## src/rtl/mc_ramp_controller.sv

```systemverilog
// Multi-channel motor-command slew limiter: ramps each channel one power step per tick toward its
// desired command, forcing brake -> neutral -> dwell on direction changes, with a global E-stop.
`timescale 1ns/1ps

module mc_ramp_controller #(
    parameter int unsigned NUM_CH      = 2,
    parameter int unsigned PWR_W       = 3,
    parameter int unsigned TICK_CYCLES = 8800000,
    parameter int unsigned DWELL_TICKS = 2,
    parameter int unsigned ESTOP_STEP  = 2
) (
    input  logic                         CLK,
    input  logic                         RST_N,
    input  logic [NUM_CH*(PWR_W+2)-1:0]  DESIRED_MC,
    input  logic                         ESTOP,
    output logic [NUM_CH*(PWR_W+2)-1:0]  MCP,
    output logic [NUM_CH-1:0]            SETTLED,
    output logic                         TICK
);

    localparam int unsigned MC_W  = PWR_W + 2;
    localparam int unsigned CNT_W = (TICK_CYCLES > 1) ? $clog2(TICK_CYCLES) : 1;
    localparam int unsigned DW_W  = (DWELL_TICKS > 0) ? $clog2(DWELL_TICKS + 1) : 1;

    localparam logic [1:0] DIR_A       = 2'b00;
    localparam logic [1:0] DIR_NEUTRAL = 2'b01;
    localparam logic [1:0] DIR_B       = 2'b10;

    typedef enum logic [1:0] {
        ST_NEUTRAL = 2'd0,
        ST_DRIVE   = 2'd1,
        ST_BRAKE   = 2'd2
    } ch_state_e;

    // Unsigned subtraction clamped at zero.
    function automatic logic [PWR_W-1:0] sat_sub(input logic [PWR_W-1:0] a, input int unsigned b);
        if (32'(a) > b) return a - PWR_W'(b);
        else            return '0;
    endfunction

    logic [CNT_W-1:0] r_cnt;
    logic             w_tick;

    assign w_tick = (r_cnt == CNT_W'(TICK_CYCLES - 1));
    assign TICK   = w_tick;

    // Free-running tick prescaler shared by all channels.
    always_ff @(posedge CLK or negedge RST_N) begin
        if (!RST_N)      r_cnt <= '0;
        else if (w_tick) r_cnt <= '0;
        else             r_cnt <= r_cnt + CNT_W'(1);
    end

    for (genvar k = 0; k < NUM_CH; k++) begin : g_ch
        ch_state_e        r_state, w_nxt_state;
        logic [PWR_W-1:0] r_pwr, w_nxt_pwr;
        logic [1:0]       r_dir, w_nxt_dir;
        logic [DW_W-1:0]  r_dwell, w_nxt_dwell;

        logic [PWR_W-1:0] w_des_pwr, w_eff_pwr, w_dec_pwr;
        logic [1:0]       w_des_dir, w_eff_dir;
        logic             w_eff_neutral;

        assign w_des_pwr     = DESIRED_MC[k*MC_W+2 +: PWR_W];
        assign w_des_dir     = DESIRED_MC[k*MC_W   +: 2];
        // Dir codes 01 and 11 both have bit 0 set, so bit 0 alone flags a neutral request.
        assign w_eff_neutral = ESTOP | w_des_dir[0];
        assign w_eff_pwr     = w_eff_neutral ? '0 : w_des_pwr;
        assign w_eff_dir     = w_eff_neutral ? DIR_NEUTRAL : w_des_dir;
        assign w_dec_pwr     = ESTOP ? sat_sub(r_pwr, ESTOP_STEP) : sat_sub(r_pwr, 1);

        always_ff @(posedge CLK or negedge RST_N) begin
            if (!RST_N) begin
                r_state <= ST_NEUTRAL;
                r_pwr   <= '0;
                r_dir   <= DIR_NEUTRAL;
                r_dwell <= '0;
            end else begin
                r_state <= w_nxt_state;
                r_pwr   <= w_nxt_pwr;
                r_dir   <= w_nxt_dir;
                r_dwell <= w_nxt_dwell;
            end
        end

        always_comb begin
            w_nxt_state = r_state;
            w_nxt_pwr   = r_pwr;
            w_nxt_dir   = r_dir;
            w_nxt_dwell = r_dwell;
            if (w_tick) begin
                case (r_state)
                    ST_NEUTRAL: begin
                        w_nxt_pwr = '0;
                        w_nxt_dir = DIR_NEUTRAL;
                        if (r_dwell != '0) begin
                            w_nxt_dwell = r_dwell - DW_W'(1);
                        end else if (w_eff_dir == DIR_A || w_eff_dir == DIR_B) begin
                            w_nxt_state = ST_DRIVE;
                            w_nxt_dir   = w_eff_dir;
                        end
                    end
                    ST_DRIVE: begin
                        // E-stop decays power in place so the ramp resumes if it clears early.
                        if (ESTOP || w_eff_dir != r_dir) begin
                            if (r_pwr != '0) begin
                                w_nxt_pwr = w_dec_pwr;
                                if (!ESTOP) w_nxt_state = ST_BRAKE;
                            end else if (ESTOP) begin
                                w_nxt_state = ST_NEUTRAL;
                                w_nxt_dir   = DIR_NEUTRAL;
                                w_nxt_dwell = DW_W'(DWELL_TICKS);
                            end else begin
                                w_nxt_state = ST_BRAKE;
                            end
                        end else if (r_pwr < w_eff_pwr) begin
                            w_nxt_pwr = r_pwr + PWR_W'(1);
                        end else if (r_pwr > w_eff_pwr) begin
                            w_nxt_pwr = r_pwr - PWR_W'(1);
                        end
                    end
                    ST_BRAKE: begin
                        if (r_pwr != '0) begin
                            w_nxt_pwr = w_dec_pwr;
                        end else begin
                            w_nxt_state = ST_NEUTRAL;
                            w_nxt_dir   = DIR_NEUTRAL;
                            w_nxt_dwell = DW_W'(DWELL_TICKS);
                        end
                    end
                    default: begin
                        w_nxt_state = ST_NEUTRAL;
                        w_nxt_pwr   = '0;
                        w_nxt_dir   = DIR_NEUTRAL;
                        w_nxt_dwell = '0;
                    end
                endcase
            end
        end

        assign MCP[k*MC_W +: MC_W] = {r_pwr, r_dir};
        assign SETTLED[k]          = ({r_pwr, r_dir} == {w_eff_pwr, w_eff_dir});
    end

endmodule

```

## config.mk

```make
export PLATFORM = sky130hd
export DESIGN_NAME = mc_ramp_controller
export DESIGN_NICKNAME = d
export VERILOG_FILES = /design/src/rtl/mc_ramp_controller.sv
export SDC_FILE = /design/constraint.sdc
export NUM_CORES = 1
export LEC_CHECK = 0
export BUFFER_PORTS_ARGS = -buffer_cell sky130_fd_sc_hd__buf_2
export CELL_PAD_IN_SITES_DETAIL_PLACEMENT = 1
export CELL_PAD_IN_SITES_GLOBAL_PLACEMENT = 2
export CORE_MARGIN = 2
export CORE_UTILIZATION = 37
export DETAILED_ROUTE_END_ITERATION = 8
export MAX_ROUTING_LAYER = met4
export PLACE_DENSITY = 0.89
export SYNTH_ARGS = -nofsm -noshare
export SYNTH_HDL_FRONTEND = slang
export SYNTH_SLANG_ARGS = --single-unit
```

## constraint.sdc

```tcl
create_clock -name CLK -period 3.1 [get_ports CLK]
set_input_delay 0 -clock CLK [delete_from_list [all_inputs] [get_ports CLK]]
set_output_delay 0 -clock CLK [all_outputs]
set_load 0.03 [all_outputs]
```

======== Word level (Yosys, flattened, before mapping) ========
Cells that the tools add are included.
word-level totals
  register bits ........................... 42
  input bits .............................. 13
  output and inout port bits .............. 13
  word-level logic and storage cells ...... 136
operators by class
  add/subtract/negate cells ............... 9
  magnitude comparators ................... 8
  equality and inequality tests ........... 29
  multiplexer cells ....................... 59
  bitwise operators ....................... 2
  reduce and logical (&&, ||, !) cells .... 20
operators with widths
  cell                     count
  $mux W2                  34
  $mux W3                  16
  $pmux W2 S3              6
  $ne A2 B2 Y1 const B     14
  $add A24 B1 Y24 const B  1
  $eq A24 B24 Y1 const B   1
  $mux W24                 1
  $reduce_and A6 Y1        4
  $pmux W3 S2              2
  $eq A5 B5 Y1             2
  $reduce_and A5 Y1        2
  $eq A2 B2 Y1 const B     4
  $logic_not A2 Y1         4
  $ne A4 B4 Y1 const B     2
  $add A3 B1 Y3 const B    2
  $gt A3 B1 Y1 const B     2
  $gt A3 B2 Y1 const B     2
  $gt A3 B3 Y1             2
  $lt A3 B3 Y1             2
  $ne A3 B3 Y1 const B     2
  $reduce_bool A3 Y1       2
  $sub A3 B1 Y3 const B    2
  $sub A3 B2 Y3 const B    2
  $eq A2 B1 Y1 const B     2
  6 further kinds          14

======== Depth between registers and ports, before layout ========
  depth in word-level cells ............... 7
  mapped depth ............................ 12
  depth with buffers taken out ............ 9

======== Least setup slack after synthesis ========
OpenSTA, ideal clock, no wires.
  kind .................................... input -> register
  from .................................... input port ESTOP
  to ...................................... register g_ch[1].r_pwr[1]
  library setup time ...................... 0.128 ns
  arrival ................................. 2.201 ns
  setup slack ............................. 0.771 ns
  stages on the path ...................... 12
  path buffers ............................ 3
  cell sequence ........................... clkbuf_1 -> clkbuf_1 -> clkbuf_1 -> nor2_1 -> nand2_1 -> ha_1 -> a21oi_1 -> o21ai_0 -> xnor2_1 -> mux2_2 -> a22oi_1 -> o21ai_0
between the ends
  word-level cells in the longest chain between the ends .. 6
  elaborated cells on any way between the ends .. 14
RTL lines
  item                                                     RTL line  source
  from (decl)                                              15        input logic ESTOP,
  $or A1 B1 Y1                                             67        assign w_eff_neutral = ESTOP | w_des_dir[0];
  $mux W3 / $mux W2 (equally long branches)                68, 69
  $lt A3 B3 Y1 / $ne A2 B2 Y1 (equally long branches)      116, 105
  $mux W3 / $logic_or A1 B1 Y1 (equally long branches)     116, 105
  $mux W3 / $ne A4 B4 Y1 (equally long branches)           n/a
  $pmux W3 S2 / $reduce_and A2 Y1 (equally long branches)  n/a
  to (signal assigned)                                     80        r_pwr <= w_nxt_pwr;
  to (decl)                                                56        logic [PWR_W-1:0] r_pwr, w_nxt_pwr;
Several ways; a longest one is shown, not always the timed one.
A chain may end at the register's enable or synchronous reset.

======== Worst setup path after layout ========
  from .................................... register r_cnt[19]
  to ...................................... register g_ch[0].r_state[0]
between the ends
  word-level cells in the longest chain between the ends .. 2
RTL lines
  item                         RTL line  source
  from (decl)                  41        logic [CNT_W-1:0] r_cnt;
  from (signal assigned)       51        else r_cnt <= r_cnt + CNT_W'(1);
  $eq A24 B24 Y1               44        assign w_tick = (r_cnt == CNT_W'(TICK_CYCLES - 1));
  $reduce_and A6 Y1 (no line)  n/a
  to (signal assigned)         79        r_state <= w_nxt_state;
  to (decl)                    55        ch_state_e r_state, w_nxt_state;
Every way passes these cells.

==> flow_metrics.py <==
metrics = {
    "die": {
        "rows": 32,
        "coreArea_um2": 7647,
        "die_x_um": 92.60,
        "dieArea_um2": 8574,
        "top_level_ports": 26,
        "start_util": 0.3797,
        "die_h_um": 92.60,
    },
    "logic_synthesis": {
        "async_flop_share": 1.000,
        "synth_top_flop_cell": "dfrtp_1",
        "synth_cells": 319,
        "synth_area_leaders": "dfrtp_1, ha_1, xor2_1, nand2_1, xnor2_1",
        "synthTopCellsByCount": "dfrtp_1, nand2_1, nor2_1",
        "yosysSeqAreaShare": 0.3628,
        "syn_avg_cell_area_um2": 9.104,
        "ys_ff_latch": 42,
        "synth_warnings": 0,
        "synth_top_area_share": 0.3447,
        "syn_area_um2": 2904,
        "synth_area_leader_cell": "dfrtp_1",
        "ys_types": 55,
        "syn-num-nets": 357,
        "synth-edff-count": 0,
        "yosysMostFrequentCell": "dfrtp_1",
    },
    "grt": {
        "antenna_found_initial": 0,
        "grt.busiest_layer": "met2",
        "grt_overflow": 0,
        "globalRouteMet1Util": 0.2378,
        "grt_pass1_wl_um": 12300,
        "first_global_vias": 2585,
        "track_usage": 0.1814,
        "grt_max_degree": 43,
        "met2_usage": 0.2981,
        "grt_use_met3": 0.02522,
    },
    "detailed_routing": {
        "ant_nets": 0,
        "viasPerCell": 5.362,
        "drt-initial-drc-count": 68,
        "drc": 0,
        "firstDrtPassIters": 4,
        "wl_per_cell_um": 15.12,
        "vias": 2413,
        "drt-total-wl_um": 6803,
    },
    "setup_path": {
        "worst_setup_path_end_kind": "flop",
        "worstSetupStartpointType": "flop",
        "worst_ep_required_time_ns": 3.28,
        "crit_path_max_fanout": 14,
        "worstSetupPathType": "flop to flop",
        "worstPathArrival_ns": 2.78,
    },
    "min_path": {
        "hp-class": "input port to flop",
    },
    "finish": {
        "nNetsFinal": 385,
        "area_growth_pct": 12.11,
        "drive_gt1_frac": 0.1379,
        "fin_area_um2": 3256,
        "antenna_cells": 0,
        "final_cells": 450,
        "final_core_util": 0.4257,
    },
    "clock_tree": {
        "numClockSinks": 42,
        "root_buffer": "clkbuf_8",
        "post_cts_buffers": 0,
        "path_clk_slew_ns": 0.09,
        "clk_latency_ns": 0.29,
        "h-tree-depth": 2,
        "cts_made_buffers": 5,
        "clockBufferDepth": 2,
        "cts_tree": "done",
    },
    "power": {
        "power.static_leakage_nw": 1.483,
        "ir_drop_mv": 0.2274,
        "cellInternalPower_mw": 0.7580,
        "switching_power_mw": 0.2418,
        "pwr-share-comb": 0.079,
        "p_sw_frac": 0.2419,
        "power_density_nw_per_um2": 307.1,
        "p_seq_frac": 0.552,
        "p_total_mw": 0.9998,
        "clock_power_share": 0.369,
    },
    "timing": {
        "fin_crit_sh": 0.8391,
        "hold_violations": 0,
        "setup_viol": 0,
        "min_period_ns": 2.601,
        "timing.fmax_ghz": 0.3844,
        "fin_hold_ws_ns": 0.09330,
        "rsz0062_at_grt": "no",
        "slew_viol_final": 0,
        "clock_skew_ns": 0.009723,
        "setup_tns_ns": 0,
        "slew_headroom": 0.3758,
        "tightestPinTransition_ns": 0.9362,
        "worst_slack_ns": 0.4988,
    },
    "placed_design": {
        "dp_slack_ns": 0.4829,
        "portBuffers": 25,
        "dp_hpwl_um": 4991,
        "place_congestion": 0.8089,
        "place_area_um2": 3134,
        "placed_cells": 439,
    },
    "run_status": {
        "status": "completed",
    },
    "job": {
        "drv_cap": 0,
    },
}
## path summary, 6_finish.rpt
kind	from	to	slack, ns	cells past startpoint
max	r_cnt[19]$_DFF_PN0_	g_ch[0].r_state[0]$_DFFE_PN0P_	0.50	7
min	DESIRED_MC[0]	g_ch[0].r_dir[0]$_DFFE_PN1P_	0.09	3
max reg2reg	r_cnt[19]$_DFF_PN0_	g_ch[0].r_state[0]$_DFFE_PN0P_	0.50	7
min reg2reg	r_cnt[4]$_DFF_PN0_	r_cnt[4]$_DFF_PN0_	0.48	1
max in group asynchronous	RST_N	r_cnt[6]$_DFF_PN0_	2.13	2
min in group asynchronous	RST_N	r_cnt[15]$_DFF_PN0_	0.39	2
## power groups by stage
stage	logic, mW	registers, mW	clock network, mW
floorplan	0.0406	0.565	0
global placement	0.0771	0.562	0
detailed placement	0.0778	0.562	0
CTS	0.0809	0.551	0.383
global route	0.0897	0.552	0.405
finish	0.0793	0.552	0.369
## critical path, stage by stage (launching register included)
cell      delay, ns
dfrtp_1        0.43
or4_4          0.56
nor4_4         0.35
nand2_2        0.16
inv_2          0.25
o311ai_1       0.21
a31oi_1        0.20
mux2_2         0.35
## area by class of cell
| cell class | instances | area (um2) |
|---|---|---|
| fill | 921 | 4392 |
| clock buffer | 7 | 86.33 |
| inverter | 22 | 82.58 |
| multi-input combinational | 247 | 1738 |
| sequential | 42 | 1054 |
| timing repair buffer | 29 | 162.7 |
| clock inverter | 1 | 5.005 |
| tap | 102 | 127.6 |
## flip-flops by register name (all words and copies together), names as in the netlist
name	cells
r_cnt	24
g_ch.r_pwr	6
g_ch.r_dir	4
g_ch.r_dwell	4
g_ch.r_state	4
## metal layers
metal / vias up / share of wire
met5: - / 0
met4: 0 / 0.0081
met3: 6 / 0.022
met2: 26 / 0.48
met1: 1189 / 0.49
li1: 1192 / -
## logic make-up (layout without fill, tap and decap cells)
logic type / count (synthesis) / after routing / share of synthesized area
xor gates and xnor gates: 25 / 25 / 0.07540
adders and majority gates: 25 / 25 / 0.1077
DFF: 42 / 42 / 0.3628
buffers and inverters: 30 / 59 / 0.03878
muxes: 8 / 8 / 0.03016
AOI/OAI and AO/OA: 64 / 64 / 0.1517
and+or+nand+nor: 125 / 125 / 0.2335
## placed cells by master (no fill, tap or decap), types with 2 or more instances in the layout
cell type      synthesis  final
o22ai_1                4      4
dfrtp_1               40     40
nand2b_1               6      6
nor3b_1                2      2
and3_1                 7      7
and2_1                 5      5
nand2_1               28     28
dfstp_2                2      2
o22a_1                 2      2
o21ai_0               17     17
xor2_1                13     13
o32a_1                 2      2
or4b_1                 2      2
nor4_1                 3      3
a22oi_1                3      3
ha_1                  25     25
dlygate4sd3_1          0      3
nand4_1                3      3
and4_1                 4      4
a21oi_1               15     15
nor2_1                27     27
o31ai_1                3      3
buf_2                  0     25
nand3b_1               2      2
mux2_2                 5      5
a31oi_1                3      3
clkbuf_8               0      6
xnor2_1               12     12
mux2i_1                2      2
inv_1                 21     21
nor3_1                 2      2
nor2b_1                8      8
nand2_2                3      3
a22o_1                 2      2
a21o_1                 2      2
nand3_1               15     15
## timing repair
action	in CTS	in global routing
endpoints found under the hold margin	42	0
hold buffers	3	0
resized for setup	0	0
Power figures use the tool's default switching activity.
